**src/rtl/commit_trace_buffer.sv**
```systemverilog
// Commit trace buffer: captures up to LANES retired instructions per cycle
// into an all-or-nothing FIFO. It also keeps cycle and instruction counters
// and halts capture on a trap instruction.
module commit_trace_buffer #(
    parameter int          LANES      = 2,
    parameter int          DEPTH      = 16,
    parameter logic [31:0] TRAP_INSTR = 32'h8000_0000
) (
    input  logic                  clock,
    input  logic                  reset,
    input  logic                  enable_i,
    input  logic [LANES-1:0]      commit_valid_i,
    input  logic [32*LANES-1:0]   commit_pc_i,
    input  logic [32*LANES-1:0]   commit_instr_i,
    input  logic [LANES-1:0]      commit_wreg_i,
    input  logic [5*LANES-1:0]    commit_waddr_i,
    input  logic [32*LANES-1:0]   commit_wdata_i,
    output logic                  out_valid_o,
    input  logic                  out_ready_i,
    output logic [31:0]           out_pc_o,
    output logic [31:0]           out_instr_o,
    output logic                  out_wreg_o,
    output logic [4:0]            out_waddr_o,
    output logic [31:0]           out_wdata_o,
    output logic [63:0]           cycle_cnt_o,
    output logic [63:0]           instr_cnt_o,
    output logic                  trap_o,
    output logic [31:0]           trap_pc_o,
    output logic                  overflow_o
);

    localparam int AW = $clog2(DEPTH);
    localparam int LW = AW + 1;
    localparam int CW = $clog2(LANES + 1);

    // Record storage (not reset; only the pointers define valid contents)
    logic [31:0] pc_mem    [DEPTH];
    logic [31:0] instr_mem [DEPTH];
    logic        wreg_mem  [DEPTH];
    logic [4:0]  waddr_mem [DEPTH];
    logic [31:0] wdata_mem [DEPTH];

    logic [AW-1:0] wr_ptr_q, wr_ptr_d;
    logic [AW-1:0] rd_ptr_q, rd_ptr_d;
    logic [LW-1:0] level_q, level_d;
    logic [63:0]   cycle_q, cycle_d;
    logic [63:0]   icnt_q, icnt_d;
    logic          trap_q, trap_d;
    logic [31:0]   trap_pc_q, trap_pc_d;
    logic          ovf_q, ovf_d;

    logic [LANES-1:0] accept;
    logic [AW-1:0]    rank [LANES];
    logic [CW-1:0]    n_acc;
    logic             stop;
    logic             trap_hit;
    logic [31:0]      trap_hit_pc;
    logic [LW-1:0]    free_slots;
    logic             fits;
    logic             pop;

    // Lane acceptance: lanes below and including the first trap lane are taken,
    // each accepted lane gets a compacted slot offset (rank) for the write
    always_comb begin
        accept      = '0;
        n_acc       = '0;
        stop        = 1'b0;
        trap_hit    = 1'b0;
        trap_hit_pc = '0;
        for (int unsigned k = 0; k < LANES; k++) begin
            rank[k] = AW'(n_acc);
            if (commit_valid_i[k] && enable_i && !trap_q && !stop) begin
                accept[k] = 1'b1;
                n_acc     = n_acc + CW'(1);
                if (commit_instr_i[32*k +: 32] == TRAP_INSTR) begin
                    stop        = 1'b1;
                    trap_hit    = 1'b1;
                    trap_hit_pc = commit_pc_i[32*k +: 32];
                end
            end
        end
    end

    // Next-state: free space is taken before this cycle's pop, so a pop never
    // makes room for a same-cycle push
    always_comb begin
        free_slots = LW'(DEPTH) - level_q;
        fits       = (LW'(n_acc) <= free_slots);
        pop        = (level_q != '0) && out_ready_i;
        level_d    = level_q + (fits ? LW'(n_acc) : '0) - LW'(pop);
        wr_ptr_d   = wr_ptr_q + (fits ? AW'(n_acc) : '0);
        rd_ptr_d   = rd_ptr_q + AW'(pop);
        icnt_d     = icnt_q + 64'(n_acc);
        cycle_d    = trap_q ? cycle_q : cycle_q + 64'd1;
        ovf_d      = ovf_q | ~fits;
        trap_d     = trap_q | trap_hit;
        trap_pc_d  = trap_hit ? trap_hit_pc : trap_pc_q;
    end

    // Control and status registers
    always_ff @(posedge clock) begin
        if (reset) begin
            wr_ptr_q  <= '0;
            rd_ptr_q  <= '0;
            level_q   <= '0;
            cycle_q   <= '0;
            icnt_q    <= '0;
            trap_q    <= 1'b0;
            trap_pc_q <= '0;
            ovf_q     <= 1'b0;
        end else begin
            wr_ptr_q  <= wr_ptr_d;
            rd_ptr_q  <= rd_ptr_d;
            level_q   <= level_d;
            cycle_q   <= cycle_d;
            icnt_q    <= icnt_d;
            trap_q    <= trap_d;
            trap_pc_q <= trap_pc_d;
            ovf_q     <= ovf_d;
        end
    end

    // Record writes: each accepted lane lands at wr_ptr + its rank
    always_ff @(posedge clock) begin
        if (!reset && fits) begin
            for (int unsigned k = 0; k < LANES; k++) begin
                if (accept[k]) begin
                    pc_mem[wr_ptr_q + rank[k]]    <= commit_pc_i[32*k +: 32];
                    instr_mem[wr_ptr_q + rank[k]] <= commit_instr_i[32*k +: 32];
                    wreg_mem[wr_ptr_q + rank[k]]  <= commit_wreg_i[k];
                    waddr_mem[wr_ptr_q + rank[k]] <= commit_waddr_i[5*k +: 5];
                    wdata_mem[wr_ptr_q + rank[k]] <= commit_wdata_i[32*k +: 32];
                end
            end
        end
    end

    assign out_valid_o = (level_q != '0);
    assign out_pc_o    = pc_mem[rd_ptr_q];
    assign out_instr_o = instr_mem[rd_ptr_q];
    assign out_wreg_o  = wreg_mem[rd_ptr_q];
    assign out_waddr_o = waddr_mem[rd_ptr_q];
    assign out_wdata_o = wdata_mem[rd_ptr_q];
    assign cycle_cnt_o = cycle_q;
    assign instr_cnt_o = icnt_q;
    assign trap_o      = trap_q;
    assign trap_pc_o   = trap_pc_q;
    assign overflow_o  = ovf_q;

endmodule

```
**config.mk**
```make
export PLATFORM = sky130hd
export DESIGN_NAME = commit_trace_buffer
export DESIGN_NICKNAME = d
export VERILOG_FILES = /design/src/rtl/commit_trace_buffer.sv
export SDC_FILE = /design/constraint.sdc
export NUM_CORES = 2
export LEC_CHECK = 0
export CORE_MARGIN = 3
export CORE_UTILIZATION = 26
export CTS_CLUSTER_DIAMETER = 150
export CTS_CLUSTER_SIZE = 10
export DETAILED_ROUTE_END_ITERATION = 6
export MAX_ROUTING_LAYER = met4
export PLACE_DENSITY_LB_ADDON = 0.05
export SYNTH_ARGS = -nofsm -noshare
export SYNTH_HDL_FRONTEND = slang
export SYNTH_SLANG_ARGS = --single-unit
```
**constraint.sdc**
```tcl
create_clock -name clock -period 15.85 [get_ports clock]
set_input_delay 3.17 -clock clock [delete_from_list [all_inputs] [get_ports clock]]
set_output_delay 3.17 -clock clock [all_outputs]
set_load 0.01 [all_outputs]
```
---- Word-level counts from Yosys, hierarchy flattened ----
Memory sizes are Yosys's and may differ from the RTL's. A register that Yosys moved wholly into a read port is not among the register bits.
Index checks and enable logic that the tools add are counted.
storage, ports and cells
  word-level logic and storage cells ...... 64
  bits in registers ....................... 175
  memories kept ........................... 5
  input port bits ......................... 210
  memory bits (writable) .................. 1632
cells by class
  multiplexer cells ....................... 25
  bitwise operators ....................... 3
  magnitude comparators ................... 1
  equal/unequal tests ..................... 2
  add/sub/neg operators ................... 9
  reductions and logical operators ........ 11
memories
  name       depth  bits a word  rd ports  clocked after memory_dff  wr ports  RTL line  text
  instr_mem  16     32           1         1                         2         38        logic [31:0] instr_mem [DEPTH];
  pc_mem     16     32           1         1                         2         37        logic [31:0] pc_mem [DEPTH];
  wdata_mem  16     32           1         1                         2         41        logic [31:0] wdata_mem [DEPTH];
  waddr_mem  16     5            1         1                         2         40        logic [4:0] waddr_mem [DEPTH];
  wreg_mem   16     1            1         1                         2         39        logic wreg_mem [DEPTH];
operators by type and width
  cell                     number
  $mux W32                 4
  $add A64 B1 Y64 const B  1
  $add A64 B2 Y64          1
  $eq A32 B32 Y1 const B   2
  $mux W4                  5
  $mux W1                  13
  $add A4 B2 Y4            2
  $logic_and A1 B1 Y1      7
  $mux W2                  3
  $add A5 B2 Y5            1
  $le A2 B5 Y1             1
  $reduce_bool A5 Y1       1
  $sub A5 B1 Y5            1
  $sub A5 B5 Y5 const A    1
  $add A4 B1 Y4            1
  $logic_not A1 Y1         3
  $add A2 B1 Y2 const B    1
  $or A1 B1 Y1             2
  $not A1 Y1               1

---- Logic depth before layout (Yosys ltp) ----
  depth after elaboration ................. 10
  depth in mapped cells ................... 23
  mapped depth without buffers ............ 21

---- Worst setup path after synthesis ----
Ideal clock, no wire load.
  path type ............................... input to register
  from .................................... input port commit_instr_i[0]
  to ...................................... memory instr_mem[15][0], enable pin
  data arrival time ....................... 12.427 ns
  setup time .............................. 0.704 ns
  required time ........................... 15.146 ns
  stages on the path ...................... 11
  path slack .............................. 2.720 ns
  cell sequence ........................... nor4b_1 nand4_1 nor3_1 nor2_1 ha_1 ha_1 nor2b_1 o2111a_1 a21oi_1 nand4_1 o21ai_0
RTL lines
  item         RTL line  text
  from (decl)  14        input logic [32*LANES-1:0] commit_instr_i,
  to (decl)    38

==> flow_metrics.py <==
metrics = {
    "logic_synthesis": {
        "syn-cell-area_um2": 89900,
        "yosys-top-cells-count": "edfxtp_1 (1632), mux2_2 (1601), mux4_2 (510)",
        "yosysTopAreaCell": "edfxtp_1",
        "muxShareOfSynthArea": 0.336,
        "synth_top_area_frac": 0.545,
        "synth.most_common_cell": "edfxtp_1",
        "ys_types": 49,
        "avgSynthCellArea_um2": 16.8,
        "synth_top_family_by_area": "multiplexers",
        "synth_adder_area_share": 0.00359,
        "yosys.area_share.simple": 0.0282,
        "synth_flop_cell": "edfxtp_1",
        "yosysSeqAreaShare": 0.584,
        "yosys_warnings": 0,
        "synth_nets": 5573,
        "synth_xor_area_frac": 0.00633,
        "synth-edff-count": 1632,
        "synth_compound_area_frac": 0.0138,
        "netlist_instances": 5339,
        "async_reset_ff_frac": 0,
        "ys_ff_latch": 1807,
        "synth_area_leaders": "edfxtp_1 (55%), mux2_2 (20%), mux4_2 (13%)",
    },
    "grt": {
        "grt_overflow_total": 0,
        "antenna_found_initial": 57,
        "grt_pass1_vias": 55099,
        "track_usage": 0.194,
        "grt_pass1_wl_um": 472000,
        "grt_max_degree": 108,
    },
    "clock_network": {
        "cts_tree": "built",
        "cts_root_buf": "clkbuf_16",
        "cts_buffers": 203,
        "clk_latency_ns": 0.91,
        "cts_htree_levels": 4,
        "post_cts_buffers": 0,
        "clk_path_buf_depth": 4,
        "hold_buffers": 0,
        "clk_pin_slew_ns": 0.06,
        "cts_resized": 0,
        "cts_sinks": 1807,
    },
    "timing": {
        "finalHoldViolCount": 0,
        "rsz0062_at_grt": "no",
        "period_share": 0.641,
        "fin_ws_ns": 5.69,
        "relSlewSlack": 0.210,
        "clock_skew_ns": 0.0417,
        "setup_tns_ns": 0,
        "max_freq_mhz": 98.4,
        "setup_viol": 0,
        "drv_slew": 0,
        "min_period_ns": 10.16,
        "tightest_slew_ns": 1.18,
    },
    "power": {
        "p_leak_nw": 31.4,
        "irDropWorstVdd_v": 0.0000916,
        "power_density_nw_per_um2": 119,
        "total_power_mw": 12.5,
    },
    "die": {
        "design.core.area_um2": 344000,
        "rows": 215,
        "pin_count": 475,
        "start_util": 0.262,
        "die-area_um2": 353000,
        "die_x_um": 594,
        "die_height_um": 594,
    },
    "setup_path": {
        "path_class": "in -> reg",
        "path_delay_family": "simple AND/OR/NAND/NOR gates",
        "end_kind": "register",
        "arrival_ns": 10.67,
        "crit_path_top_delay_cell": "nor4_1",
        "cp-start-kind": "primary input",
        "cp_cell_sequence": "clkdlybuf4s50_1 > nor4_1 > nand4_1 > nor3_1 > nor2_1 > ha_1 > ha_1 > nor2b_1 > o2111a_1 > a221oi_1 > nand3_4 > o21ai_4 > buf_4 > buf_4",
        "crit_buf_inv": 3,
        "required_ns": 16.36,
        "crit_fanout": 40,
        "max_stage_delay_ns": 0.98,
    },
    "placement": {
        "globalplace.congestion": 0.718,
        "hpwlAfterDp_um": 188000,
        "dp_slack_ns": 4.64,
        "portBuffers": 474,
    },
    "drt": {
        "wl_um": 339000,
        "drtIter0Drc": 3577,
        "drc_errors": 0,
        "ant_nets": 0,
        "viasPerCell": 5.02,
        "vias": 51477,
        "wl_per_cell_um": 33.1,
        "first_pass_iters": 5,
    },
    "final_layout": {
        "drive_above_1_share": 0.441,
        "fin_nets": 5815,
        "fillCellCount": 33523,
        "regArea_um2": 52500,
        "multi_input_area_um2": 35200,
        "area_growth_pct": 16.9,
    },
    "run_status": {
        "outcome": "finished clean",
    },
    "job": {
        "drv_cap": 0,
    },
    "hold_path": {
        "hold_class": "reg -> reg",
    },
}
[area by class of cell]
type / count / share of cell area
diodes: 37 / 0.000881
clock buffers: 288 / 0.0530
clock inverters: 6 / 0.000845
inverters: 35 / 0.00125
multi-input cells: 2933 / 0.334
flip-flops and latches: 1807 / 0.500
well taps: 4557 / 0.0542
repair buffers: 601 / 0.0560
[flip-flops by register name, summed over array words and instances (netlist names), 4 cells and up]
signal / flops
trap_pc_o: 32
rd_ptr_q: 4
wreg_mem: 16
pc_mem: 512
instr_mem: 512
wdata_mem: 512
waddr_mem: 80
wr_ptr_q: 4
instr_cnt_o: 64
level_q: 5
cycle_cnt_o: 64
[worst min-delay path: cells and delay by family, from the launching register on]
kind / cells / cell delay [ns]
DFF: 1 / 0.32
AOI/OAI and AO/OA: 2 / 0.12
[metal layers]
layer / routed length [um] / track usage / part of all wire
met5: 0 / - / 0
met4: 7730 / 0.0423 / 0.023
met3: 17300 / 0.0380 / 0.051
met2: 157000 / 0.300 / 0.46
met1: 157000 / 0.264 / 0.46
[power by group]
part | switching [mW] | internal [mW]
sequential | 0.0725 | 5.31
clock | 2.04 | 2.42
combinational | 1.36 | 1.27
[cells by family (layout without fill, tap and decap cells)]
| kind of cell | count (synthesis) | after routing |
|---|---|---|
| mux | 2175 | 2175 |
| flops | 1807 | 1807 |
| buf+inv | 599 | 930 |
| simple gates | 466 | 466 |
| compound gates | 203 | 203 |
| xor+xnor | 65 | 65 |
| fa+ha+maj | 24 | 24 |
| other cells | 0 | 37 |
[per-stage QoR]
step / area (um2) / hold slack, ns / cells / utilization
after floorplan: 89900 / 0.496 / 5339 / -
after global placement: 99400 / 0.465 / 9933 / 0.289
after detailed placement: 99400 / 0.474 / 9933 / 0.289
after CTS: 105000 / 0.492 / 10227 / 0.306
after global routing: 105000 / 0.514 / 10260 / 0.306
final: 105000 / 0.492 / 10264 / 0.306
[cell usage in the layout, fill, tap and decap left out, types with 7 or more instances in the layout]
cell             instances
or3_1                   39
a21oi_1                 75
clkbuf_1                77
mux2_1                  31
mux4_2                 510
diode_2                 37
inv_1                   35
and2_1                   7
dfxtp_1                171
nor2b_1                 15
o21bai_4                13
clkbuf_16              211
nand4_1                 47
nor4_1                  29
a211oi_1                32
nand2_1                 48
or4_1                   33
edfxtp_1              1632
and3_4                  13
o21ai_0                 40
o31ai_1                 28
clkdlybuf4s50_1        473
xor2_1                  31
and3_1                  18
nor2_1                 113
ha_1                    21
and4_1                   8
mux2_2                1601
xnor2_1                 34
nand3_1                 49
nor3_1                  17
buf_4                  112
mux2i_1                 33
buf_12                  15
[path summary, 6_finish.rpt]
path	endpoint	slack [ns]	from	depth (start not counted)
worst max-delay path	instr_mem[3][31]$_DFFE_PP_	5.69	commit_instr_i[28]	14
worst min register to register	cycle_cnt_o[63]$_SDFFE_PP0N_	0.49	cycle_cnt_o[63]$_SDFFE_PP0N_	2
worst max register to register	instr_mem[3][31]$_DFFE_PP_	8.82	trap_o$_SDFF_PP0_	13
worst min-delay path	cycle_cnt_o[63]$_SDFFE_PP0N_	0.49	cycle_cnt_o[63]$_SDFFE_PP0N_	2
(Power assumes the default switching activity.)
